==> config.mk <==
export PLATFORM = sky130hd
export DESIGN_NAME = image_blitter
export DESIGN_NICKNAME = d
export VERILOG_FILES = /design/src/rtl/image_blitter.sv
export SDC_FILE = /design/constraint.sdc
export NUM_CORES = 1
export LEC_CHECK = 0
export ABC_AREA = 0
export CORE_AREA = 2 2 151 168
export DETAILED_ROUTE_END_ITERATION = 10
export DIE_AREA = 0 0 153 170
export PLACE_DENSITY = 0.84
export REMOVE_ABC_BUFFERS = 1
export SLEW_MARGIN = 10
export SYNTH_ARGS = -nofsm -noshare
export SYNTH_HDL_FRONTEND = slang
export SYNTH_SLANG_ARGS = --single-unit
==> constraint.sdc <==
create_clock -name clk_i -period 16.5 [get_ports clk_i]
set_clock_uncertainty 0.2 [all_clocks]
set_input_delay 3.3 -clock clk_i [delete_from_list [all_inputs] [get_ports clk_i]]
set_output_delay 3.3 -clock clk_i [all_outputs]
set_load 0.03 [all_outputs]
==> src/rtl/image_blitter.sv <==
// image_blitter
//   Copies a W x H rectangle of palette indices from a registered-read image ROM into a
//   frame-buffer RAM, one pixel per clock, with destination clipping, source range checking
//   and optional colour-key transparency.
//
// Ports
//   clk_i           system clock, all logic on posedge
//   reset_i         synchronous, active-high reset
//   start_i         request a blit; only sampled while idle
//   src_x0_i/y0_i   source rectangle origin
//   dst_x0_i/y0_i   destination origin
//   blit_w_i/h_i    rectangle size (zero allowed, finishes without writes)
//   key_en_i        1 = do not write pixels equal to Key
//   src_addr_o      ROM read address (registered)
//   src_data_i      ROM data, valid one cycle after src_addr_o
//   fb_addr_o       frame-buffer write address (registered)
//   fb_data_o       frame-buffer write data (registered)
//   fb_we_o         frame-buffer write enable (registered)
//   busy_o          high while a blit is in progress
//   done_o          one-cycle completion pulse
module image_blitter #(
  parameter int unsigned     SrcW  = 640,
  parameter int unsigned     SrcH  = 480,
  parameter int unsigned     DstW  = 640,
  parameter int unsigned     DstH  = 480,
  parameter int unsigned     AddrW = 19,
  parameter int unsigned     PixW  = 5,
  parameter logic [PixW-1:0] Key   = '0
) (
  input  logic             clk_i,
  input  logic             reset_i,
  input  logic             start_i,
  input  logic [9:0]       src_x0_i,
  input  logic [9:0]       src_y0_i,
  input  logic [9:0]       dst_x0_i,
  input  logic [9:0]       dst_y0_i,
  input  logic [9:0]       blit_w_i,
  input  logic [9:0]       blit_h_i,
  input  logic             key_en_i,
  output logic [AddrW-1:0] src_addr_o,
  input  logic [PixW-1:0]  src_data_i,
  output logic [AddrW-1:0] fb_addr_o,
  output logic [PixW-1:0]  fb_data_o,
  output logic             fb_we_o,
  output logic             busy_o,
  output logic             done_o
);

  typedef enum logic [1:0] {StIdle, StRun, StFlush, StDone} state_e;

  // Range limits at coordinate width so comparisons stay width-matched.
  localparam logic [10:0]      SrcWC = 11'(SrcW);
  localparam logic [10:0]      SrcHC = 11'(SrcH);
  localparam logic [10:0]      DstWC = 11'(DstW);
  localparam logic [10:0]      DstHC = 11'(DstH);
  localparam logic [AddrW-1:0] SrcWA = AddrW'(SrcW);
  localparam logic [AddrW-1:0] DstWA = AddrW'(DstW);

  // Constant-coefficient product built from shifts and adds; only used to seed the row
  // bases at launch, after which the bases advance by one row width per row.
  function automatic logic [AddrW-1:0] mul_const(input logic [9:0] y, input int unsigned k);
    logic [AddrW-1:0] acc;
    acc = '0;
    for (int i = 0; i < 32; i++) begin
      if (k[i]) acc = acc + (AddrW'(y) << i);
    end
    return acc;
  endfunction

  // FSM
  state_e state_q, state_d;
  logic   flush_q, flush_d;
  logic   last_q, last_d;      // final pixel has already been issued

  // Latched operands
  logic [9:0] src_x0_q, src_x0_d;
  logic [9:0] src_y0_q, src_y0_d;
  logic [9:0] dst_x0_q, dst_x0_d;
  logic [9:0] dst_y0_q, dst_y0_d;
  logic [9:0] w_q, w_d;
  logic [9:0] h_q, h_d;
  logic       key_en_q, key_en_d;

  // Raster walk: position of the next pixel to issue, plus its row base addresses
  logic [9:0]       col_q, col_d;
  logic [9:0]       row_q, row_d;
  logic [AddrW-1:0] src_base_q, src_base_d;
  logic [AddrW-1:0] dst_base_q, dst_base_d;

  // Pipeline: stage 1 is the cycle src_addr is presented, stage 2 is the cycle ROM data
  // returns, and the output registers hold the actual write.
  logic [AddrW-1:0] src_addr_q, src_addr_d;
  logic             v1_q, v1_d;
  logic             ok1_q, ok1_d;
  logic [AddrW-1:0] dst1_q, dst1_d;
  logic             v2_q, v2_d;
  logic             ok2_q, ok2_d;
  logic [AddrW-1:0] dst2_q, dst2_d;
  logic [AddrW-1:0] fb_addr_q, fb_addr_d;
  logic [PixW-1:0]  fb_data_q, fb_data_d;
  logic             fb_we_q, fb_we_d;

  // Current-pixel view. While idle, pixel 0 is issued on the launch edge straight from the
  // input operands, so the view selects inputs there and latched state otherwise.
  logic             idle;
  logic [9:0]       op_sx0, op_sy0, op_dx0, op_dy0, op_w, op_h;
  logic [9:0]       cur_col, cur_row;
  logic [AddrW-1:0] cur_sbase, cur_dbase;
  logic [10:0]      sx, sy, dx, dy;
  logic             src_ok, dst_ok;
  logic [AddrW-1:0] src_lin, dst_lin;
  logic             col_wrap, is_last;
  logic             issue;
  logic             write_now;

  always_comb begin
    idle      = (state_q == StIdle);
    op_sx0    = idle ? src_x0_i : src_x0_q;
    op_sy0    = idle ? src_y0_i : src_y0_q;
    op_dx0    = idle ? dst_x0_i : dst_x0_q;
    op_dy0    = idle ? dst_y0_i : dst_y0_q;
    op_w      = idle ? blit_w_i : w_q;
    op_h      = idle ? blit_h_i : h_q;
    cur_col   = idle ? 10'd0 : col_q;
    cur_row   = idle ? 10'd0 : row_q;
    cur_sbase = idle ? mul_const(src_y0_i, SrcW) : src_base_q;
    cur_dbase = idle ? mul_const(dst_y0_i, DstW) : dst_base_q;

    // 11-bit sums cannot overflow, so anything past the image edge is simply out of range.
    sx = {1'b0, op_sx0} + {1'b0, cur_col};
    sy = {1'b0, op_sy0} + {1'b0, cur_row};
    dx = {1'b0, op_dx0} + {1'b0, cur_col};
    dy = {1'b0, op_dy0} + {1'b0, cur_row};

    src_ok  = (sx < SrcWC) && (sy < SrcHC);
    dst_ok  = (dx < DstWC) && (dy < DstHC);
    src_lin = cur_sbase + AddrW'(sx);
    dst_lin = cur_dbase + AddrW'(dx);

    col_wrap = (cur_col == op_w - 10'd1);
    is_last  = col_wrap && (cur_row == op_h - 10'd1);
  end

  // Next-state and control
  always_comb begin
    state_d    = state_q;
    flush_d    = 1'b0;
    last_d     = last_q;
    src_x0_d   = src_x0_q;
    src_y0_d   = src_y0_q;
    dst_x0_d   = dst_x0_q;
    dst_y0_d   = dst_y0_q;
    w_d        = w_q;
    h_d        = h_q;
    key_en_d   = key_en_q;
    col_d      = col_q;
    row_d      = row_q;
    src_base_d = src_base_q;
    dst_base_d = dst_base_q;
    issue      = 1'b0;

    unique case (state_q)
      StIdle: begin
        if (start_i) begin
          src_x0_d = src_x0_i;
          src_y0_d = src_y0_i;
          dst_x0_d = dst_x0_i;
          dst_y0_d = dst_y0_i;
          w_d      = blit_w_i;
          h_d      = blit_h_i;
          key_en_d = key_en_i;
          if ((blit_w_i == 10'd0) || (blit_h_i == 10'd0)) begin
            state_d = StDone;
          end else begin
            state_d = StRun;
            issue   = 1'b1;
          end
        end
      end
      StRun: begin
        if (last_q) begin
          state_d = StFlush;
        end else begin
          issue = 1'b1;
        end
      end
      StFlush: begin
        // Two cycles: lets the last pixel pass through the ROM and write stages.
        flush_d = 1'b1;
        if (flush_q) state_d = StDone;
      end
      StDone: begin
        state_d = StIdle;
      end
      default: begin
        state_d = StIdle;
      end
    endcase

    if (issue) begin
      last_d = is_last;
      if (col_wrap) begin
        col_d      = 10'd0;
        row_d      = cur_row + 10'd1;
        src_base_d = cur_sbase + SrcWA;
        dst_base_d = cur_dbase + DstWA;
      end else begin
        col_d      = cur_col + 10'd1;
        row_d      = cur_row;
        src_base_d = cur_sbase;
        dst_base_d = cur_dbase;
      end
    end
  end

  // Write pipeline
  always_comb begin
    src_addr_d = src_addr_q;
    v1_d       = issue;
    ok1_d      = ok1_q;
    dst1_d     = dst1_q;
    if (issue) begin
      src_addr_d = src_ok ? src_lin : '0;
      ok1_d      = src_ok && dst_ok;
      dst1_d     = dst_lin;
    end

    v2_d   = v1_q;
    ok2_d  = ok1_q;
    dst2_d = dst1_q;

    // ROM data for the stage-2 pixel is on src_data_i now.
    write_now = v2_q && ok2_q && !(key_en_q && (src_data_i == Key));
    fb_we_d   = write_now;
    fb_addr_d = fb_addr_q;
    fb_data_d = fb_data_q;
    if (write_now) begin
      fb_addr_d = dst2_q;
      fb_data_d = src_data_i;
    end
  end

  always_ff @(posedge clk_i) begin
    if (reset_i) begin
      state_q    <= StIdle;
      flush_q    <= 1'b0;
      last_q     <= 1'b0;
      src_x0_q   <= '0;
      src_y0_q   <= '0;
      dst_x0_q   <= '0;
      dst_y0_q   <= '0;
      w_q        <= '0;
      h_q        <= '0;
      key_en_q   <= 1'b0;
      col_q      <= '0;
      row_q      <= '0;
      src_base_q <= '0;
      dst_base_q <= '0;
      src_addr_q <= '0;
      v1_q       <= 1'b0;
      ok1_q      <= 1'b0;
      dst1_q     <= '0;
      v2_q       <= 1'b0;
      ok2_q      <= 1'b0;
      dst2_q     <= '0;
      fb_addr_q  <= '0;
      fb_data_q  <= '0;
      fb_we_q    <= 1'b0;
    end else begin
      state_q    <= state_d;
      flush_q    <= flush_d;
      last_q     <= last_d;
      src_x0_q   <= src_x0_d;
      src_y0_q   <= src_y0_d;
      dst_x0_q   <= dst_x0_d;
      dst_y0_q   <= dst_y0_d;
      w_q        <= w_d;
      h_q        <= h_d;
      key_en_q   <= key_en_d;
      col_q      <= col_d;
      row_q      <= row_d;
      src_base_q <= src_base_d;
      dst_base_q <= dst_base_d;
      src_addr_q <= src_addr_d;
      v1_q       <= v1_d;
      ok1_q      <= ok1_d;
      dst1_q     <= dst1_d;
      v2_q       <= v2_d;
      ok2_q      <= ok2_d;
      dst2_q     <= dst2_d;
      fb_addr_q  <= fb_addr_d;
      fb_data_q  <= fb_data_d;
      fb_we_q    <= fb_we_d;
    end
  end

  assign src_addr_o = src_addr_q;
  assign fb_addr_o  = fb_addr_q;
  assign fb_data_o  = fb_data_q;
  assign fb_we_o    = fb_we_q;
  assign busy_o     = (state_q == StRun) || (state_q == StFlush);
  assign done_o     = (state_q == StDone);

endmodule

Word-level counts from Yosys, hierarchy flattened:

Cells that the tools add are included.
Widths: inputs -> output; s select.

* $add $sub $neg: 14
* magnitude comparators: 4
* equality and inequality tests: 8
* multiplexer cells: 25
* reduce and logical (&&, ||, !) cells: 16

Operators by type and width (number)
* $mux 10: 10
* $mux 19: 5
* $add 10x10->11: 4
* $add 17x19->19: 2
* $add 19x10->19 const B: 2
* $add 19x11->19: 2
* $lt 11x10->1 const B: 2
* $lt 11x9->1 const B: 2
* $add 10x1->10 const B: 2
* $eq 10x10->1: 2
* $logic_not 10->1: 2
* $sub 10x1->10 const B: 2
* $mux 2: 4
* $pmux 2 s4: 1
* $logic_and 1x1->1: 7
* $ne 2x2->1 const B: 3
* $logic_not 5->1: 1
* $eq 2x2->1 const B: 2
* $mux 1: 4
* $reduce_and 3->1: 1
* $eq 2x1->1 const B: 1
* $logic_not 2->1: 1
* $logic_or 1x1->1: 2
* $pmux 1 s2: 1
* 2 further kinds: 2

* bits in registers: 209
* bits of input ports: 69
* output and inout port bits: 46
* logic and storage cells: 91

Logic depth before layout (Yosys ltp):

* depth in word-level cells: 6
* gate-level depth with buffers: 30
* gate-level depth less buffers: 21

Worst setup path before layout:

OpenSTA, ideal clock, no wires.

* kind: input to register
* start: input dst_x0_i[0]
* end: register dst1_q[15]
* library setup time: 132 ps
* arrival: 6896 ps
* data required time: 16168 ps
* path slack: 9272 ps
* stages: 18
* path buffers: 0
* cells stage by stage: mux2_2 ha_1 ha_1 a21oi_1 nand2_1 maj3_1 xnor2_1 nor2_1 a21oi_1 ha_1 nand3_1 o211ai_1 or4_1 a311oi_1 o21ai_0 and3_1 o21ai_0 a21oi_1

* cells in the longest elaborated chain, start to end: 3

RTL lines
* from (decl): RTL line 35 `input logic [9:0] dst_x0_i,`
* $mux 10: RTL line 120 `op_dx0 = idle ? dst_x0_i : dst_x0_q;`
* $add 10x10->11: RTL line 132 `dx = {1'b0, op_dx0} + {1'b0, cur_col};`
* $add 19x11->19: RTL line 138 `dst_lin = cur_dbase + AddrW'(dx);`
* to (signal assigned): RTL line 287 `dst1_q <= dst1_d;`
* to (decl): RTL line 95 `logic [AddrW-1:0] dst1_q, dst1_d;`

No other way between the ends.
A chain may end at the register's enable or synchronous reset.

Worst setup path in the final report:

Ends and elaborated chain as after synthesis.

==> results.py <==
metrics = {
    "clocking": {
        "clock-sinks": 209,
        "worst_skew_pair.late_latency_ns": 0.52,
        "cts.reportedPaths.clkPinSlew_ns": 0.06,
        "cts_inserted_buffers": 24,
        "cts_root_buf": "clkbuf_16",
        "cts_tree": "built",
        "h-tree-depth": 1,
        "post-cts-setup-buffers": 0,
        "ctsHoldBuffers": 0,
        "cts_resized": 0,
        "clock_path_buffers": 3,
    },
    "worst_setup_path": {
        "path_cells": "clkdlybuf4s50_1 -> mux2_2 -> ha_1 -> ha_1 -> a21oi_1 -> nand2_1 -> maj3_1 -> xnor2_1 -> nor2_1 -> a21oi_1 -> ha_1 -> nand3_1 -> o211ai_1 -> or4_1 -> a311oi_1 -> o21ai_0 -> and3_1 -> o21ai_0 -> a21oi_1",
        "start_kind": "input port",
        "critPathBufInv": 1,
        "critPathTopFamily": "compound AO/OA/AOI/OAI gates",
        "critical_path_class": "input port to flip-flop",
        "slowest_delay_ns": 0.54,
        "end_kind": "flip-flop",
        "cp.required_ns": 16.67,
        "slowest_stage": "a311oi_1",
        "worstPathArrival_ns": 7.88,
        "cp_max_fo": 6,
    },
    "floorplanning": {
        "io_pins": 115,
        "die-area_mm2": 0.02601,
        "die_w_um": 153,
        "start_util": 0.5441,
        "dieHeight_um": 170,
        "core_area_mm2": 0.02425,
        "rows": 60,
    },
    "placed_design": {
        "gp_congestion": 0.8901,
        "io_buffers": 114,
        "place_area_mm2": 0.01447,
        "place_hpwl_mm": 23.56,
    },
    "power": {
        "power.density_mw_per_mm2": 158.0,
        "max-vdd-ir-drop_mv": 0.1792,
        "power_leakage_nw": 5.933,
    },
    "timing": {
        "maxSlewHeadroom": 0.2718,
        "hold_viol_final": 0,
        "finalSetupViolCount": 0,
        "slew_viol_final": 0,
        "fmax_mhz": 129.8,
        "finalSetupTns_ns": 0,
        "max_slew.worst_pin.slew_ns": 1.091,
        "period_share": 0.4668,
        "rsz0062_at_grt": "no",
        "min_period_ns": 7.703,
    },
    "final_layout": {
        "seqCellArea_mm2": 0.004184,
        "multi_input_area_mm2": 0.008501,
        "areaGrowthSynthToFinish_pct": 16.26,
        "final_nets": 1890,
        "layout-drive-gt1-share": 0.06747,
        "final_area_mm2": 0.01534,
        "n_fill_cell": 2039,
        "diodes": 0,
    },
    "synth": {
        "netlist_area_mm2": 0.01319,
        "synth_edf_count": 0,
        "synth_area_leaders": "dfxtp_1 32%, nand2_1 8.4%, ha_1 8.1%",
        "synth_seq_area_share": 0.3171,
        "async_flop_share": 0,
        "ys.warnings.count": 0,
        "synthesis.instances": 1674,
        "synth_most_common_cell": "nand2_1",
        "yosysTopAreaCellShare": 0.3171,
        "ys_seq_elements": 209,
        "netlist_top_cells_count": "297 x nand2_1, 209 x dfxtp_1, 156 x a21oi_1, 85 x ha_1, 77 x nor2_1",
        "synth_area_per_cell_um2": 7.882,
        "yosysUniqueCellTypes": 86,
        "synth_top_area_cell": "dfxtp_1",
        "synth_top_flop_cell": "dfxtp_1",
    },
    "global_routing": {
        "globalRouteOverflowTotal": 0,
        "grt_antenna_before_repair": 0,
        "grt_max_degree": 132,
        "grt_usage": 0.2526,
        "first_global_vias": 11690,
        "grt_pass1_wl_mm": 55.52,
    },
    "detailed_routing": {
        "drtIter0Drc": 841,
        "vias_per_cell": 5.986,
        "post_drt_wl_per_cell_um": 16.52,
        "vias": 12330,
        "wl_mm": 34.01,
        "drc": 0,
        "postRouteAntennaNets": 0,
        "drt_pre_antenna_iters": 7,
    },
    "run": {
        "cap_violations": 0,
    },
    "outcome": {
        "status": "finished clean",
    },
    "min_path": {
        "min_path_type": "flip-flop to flip-flop",
    },
}
[sequential cells by signal (all words and copies together), names as in the netlist, 2 cells and up]
| register | flops |
|---|---|
| dst_y0_q | 10 |
| row_q | 10 |
| col_q | 10 |
| state_q | 2 |
| src_y0_q | 10 |
| dst_x0_q | 10 |
| src_addr_o | 19 |
| h_q | 10 |
| dst1_q | 19 |
| dst_base_q | 19 |
| src_x0_q | 10 |
| w_q | 10 |
| dst2_q | 19 |
| fb_data_o | 5 |
| src_base_q | 19 |
| fb_addr_o | 19 |
[per-layer routing]
metal	track usage	wire length (um)	share of wire	up-vias
met5	0	0	0	-
met3	0.03259	2036	0.060	97
met4	0.1139	1366	0.040	0
li1	-	-	-	6061
met2	0.4473	16350	0.48	389
met1	0.3068	14250	0.42	5778
[per-stage QoR]
stage / util / instances / setup slack, ns / hold slack (ns) / power (mW)
4_1_cts: 0.6326 / 2059 / 8.883 / 0.2338 / 2.422
3_5_place_dp: 0.5966 / 2016 / 8.358 / 0.2247 / 1.832
2_1_floorplan: - / 1581 / 5.442 / 0.2113 / 1.532
6_report: 0.6326 / 2059 / 8.797 / 0.2364 / 2.424
5_1_grt: 0.6326 / 2059 / 8.473 / 0.2395 / 2.575
3_3_place_gp: 0.5966 / 2016 / 8.499 / 0.2200 / 1.794
[tightest hold or removal path, stage by stage (launching register included)]
cell	delay [ns]
dfxtp_1	0.30
nand2_1	0.05
a21oi_1	0.05
[placed cells by master, fill, tap and decap left out, types with 13 or more instances in the layout]
| cell type | count |
|---|---|
| nor2_1 | 75 |
| nand3_1 | 52 |
| xnor2_1 | 65 |
| o21ai_1 | 15 |
| clkdlybuf4s50_1 | 113 |
| a21oi_1 | 156 |
| a211oi_1 | 15 |
| dfxtp_1 | 209 |
| mux2i_1 | 23 |
| nor4_1 | 13 |
| nor3_1 | 56 |
| inv_1 | 40 |
| xor2_1 | 32 |
| or3_1 | 13 |
| and3_1 | 21 |
| nand2_1 | 296 |
| o21ai_0 | 74 |
| mux2_2 | 35 |
| ha_1 | 84 |
| a31oi_1 | 13 |
| clkbuf_16 | 25 |
| nor2b_1 | 60 |
| and2_1 | 22 |
| nand4_1 | 17 |
[worst paths after layout]
kind,cells past startpoint,slack [ns],end,startpoint
min reg2reg,2,0.24,fb_addr_o[13],dst2_q[13]
max,19,8.80,dst1_q[15],dst_x0_i[0]
min,2,0.24,fb_addr_o[13],dst2_q[13]
max reg2reg,21,10.19,dst1_q[15],state_q[0]
[report_power, final]
group          switching, mW  internal [mW]  total [mW]
Combinational          0.726          0.443        1.17
Sequential            0.0636          0.609       0.673
Clock                  0.221          0.361       0.582
Total                   1.01           1.41        2.42
[cells by family (layout without fill, tap and decap cells)]
kind of cell | Yosys count | after routing | synth area share
AOI/OAI and AO/OA | 392 | 392 | 0.1836
adders and majority gates | 93 | 93 | 0.08971
buffers and inverters | 136 | 211 | 0.04163
DFF | 209 | 209 | 0.3171
muxes | 59 | 59 | 0.04903
and+or+nand+nor | 688 | 688 | 0.2545
xor gates and xnor gates | 97 | 97 | 0.06439
[area by class of cell]
cell class                 instances  share of cell area
multi-input combinational       1329              0.5542
sequential                       209              0.2728
timing repair buffer             125             0.08042
clock buffer                      28             0.04217
tap                              310             0.02529
clock inverter                    15             0.01468
inverter                          43             0.01052
Note: power is estimated with default switching activity, not from simulation.
==> RTL change: new RTL, config.mk and constraints unchanged <==
`PixW`: 5 -> 6.
--- a/src/rtl/image_blitter.sv
+++ b/src/rtl/image_blitter.sv
@@ -24,7 +24,7 @@
   parameter int unsigned     DstW  = 640,
   parameter int unsigned     DstH  = 480,
   parameter int unsigned     AddrW = 19,
-  parameter int unsigned     PixW  = 5,
+  parameter int unsigned     PixW  = 6,
   parameter logic [PixW-1:0] Key   = '0
 ) (
   input  logic             clk_i,
Ports: changed (resized fb_data_o and src_data_i); port bits go from 115 to 117. The function was not compared with the original's and may differ.
==> RTL change against the original RTL <==
Setup slack better by 100 ps; total power is 0.85% lower; sequential cell count is 1 higher; first-iteration DRC count is 14% lower; largest power group unchanged; critical path depth is 2 lower; register-to-register slack better by 160 ps; count of clock-buffer cells in the layout is 3 higher; global-route usage is 0.54 points lower; routed wire length is 2.6% lower; design area is 0.20% higher; synthesized area is 0.19% higher.
==> RTL change: results (changes against the original RTL) <==
DR iter-0 viols 720 (-14%); Nets 1850 (-2.1%); post-synthesis compound-gate area fraction 18.00% (-0.36 points); ClkCell Share 5.666% (-0.019 points); 1st-pass router iterations 6 (-1); Hold/Removal Path Class reg2reg; Final GP Congestion 0.8510 (-4.4%); Post-DP HPWL 23020 um (-2.3%); initial antenna violation count 0 (unchanged); share of layout cells above drive strength 1 6.385% (-0.36 points); Placed Cells 1975 (-2.0%); top post-synthesis cells by count nand2_1, dfxtp_1, a21oi_1, nor2_1, ha_1; register bit count reported by yosys 210 (+0.48%); clock buf count 31 (+11%); proportion of synthesized area in mux cells 6.228% (+1.3 points); met2 usage 43.28% (-1.4 points); Clock Power Share 24.4% (+0.4 points); HP Start dst1_q[4]$_SDFFE_PP0P_; Worst Max-Slew Pin Slew 1183 ps (+91.56 ps); #MultiIn Comb 1289 (-3.0%); sequential share of power 28.0% (+0.2 points); DP Area 14500 um2 (+0.22%); top cells by area, synth dfxtp_1, ha_1, nand2_1; post-synthesis to final-layout area growth 16.27% (about the same); vias in the first global route 11262 (-3.7%); Critical R2R Launch state_q[0]$_SDFFE_PP0P_; Via-to-Cell Ratio 5.910 (-1.3%); Non-clock buffers 123 (-1.6%); status complete, no violations; Switching Fraction 40.80% (-0.91 points); met3 Usage GRT 3.183% (-0.076 points); met1 Use GR 31.25% (+0.57 points); GRT Util Overall 24.72% (-0.54 points); wire length on met3 2040 um (+0.20%); Static Leak 5.978 nW (+0.75%); Clock transition at path regs 60 ps (about the same); worst slack, placed 8458 ps (+100.4 ps); Metal-1 WL 14280 um (+0.18%); first-pass GRT wire length 54490 um (-1.9%); fillers 2036 (-0.15%); metal2 WL 15730 um (-3.8%); P per Cell Area 156.4 nW/um2 (-1.0%); synth unique cells 83 (-3.5%); Final non-clock buffer share 7.962% (-0.081 points); multi-input combinational area share 55.45% (about the same); sequential cell area share 27.35% (+0.077 points); wire per inst 16.42 um (-0.56%); CP max stage delay 600 ps (+60 ps); CP Max Fanout 4 (-2); Post-Synth Adder-Cell Area 8.878% (-0.093 points)
-- RTL change: changes by cell type in the layout (fill, tap and decap cells not counted), sizes merged, moves of 7 or more --
cell and change:
nand2 -42, nor2 +32, a21oi -27, mux2i +20, and3 -18, nand3 -17, nor3 -17, xor2 +13
nand3b +9, nand4 -9, nand2b +8, a31oi -7
-- RTL change: critical path, delay by kind of cell --
family / cells / cell delay [ps]
compound gates: 9 / 2750
fa+ha+maj: 3 / 710
simple gates: 3 / 360
mux: 1 / 280
buf+inv: 1 / 410
-- RTL change: cell families after synthesis --
kind of cell,Yosys count
compound gates,370
mux,78
buf+inv,130
flops,210
simple gates,643
fa+ha+maj,92
xor+xnor,106
-- RTL change: worst paths after layout --
check,slack (ps),end,cells past startpoint
worst max-delay path,8900,dst1_q[18]$_SDFFE_PP0P_,17
worst min register to register,250,dst1_q[4]$_SDFFE_PP0P_,2
worst min-delay path,250,dst1_q[4]$_SDFFE_PP0P_,2
worst max register to register,10350,dst1_q[18]$_SDFFE_PP0P_,19
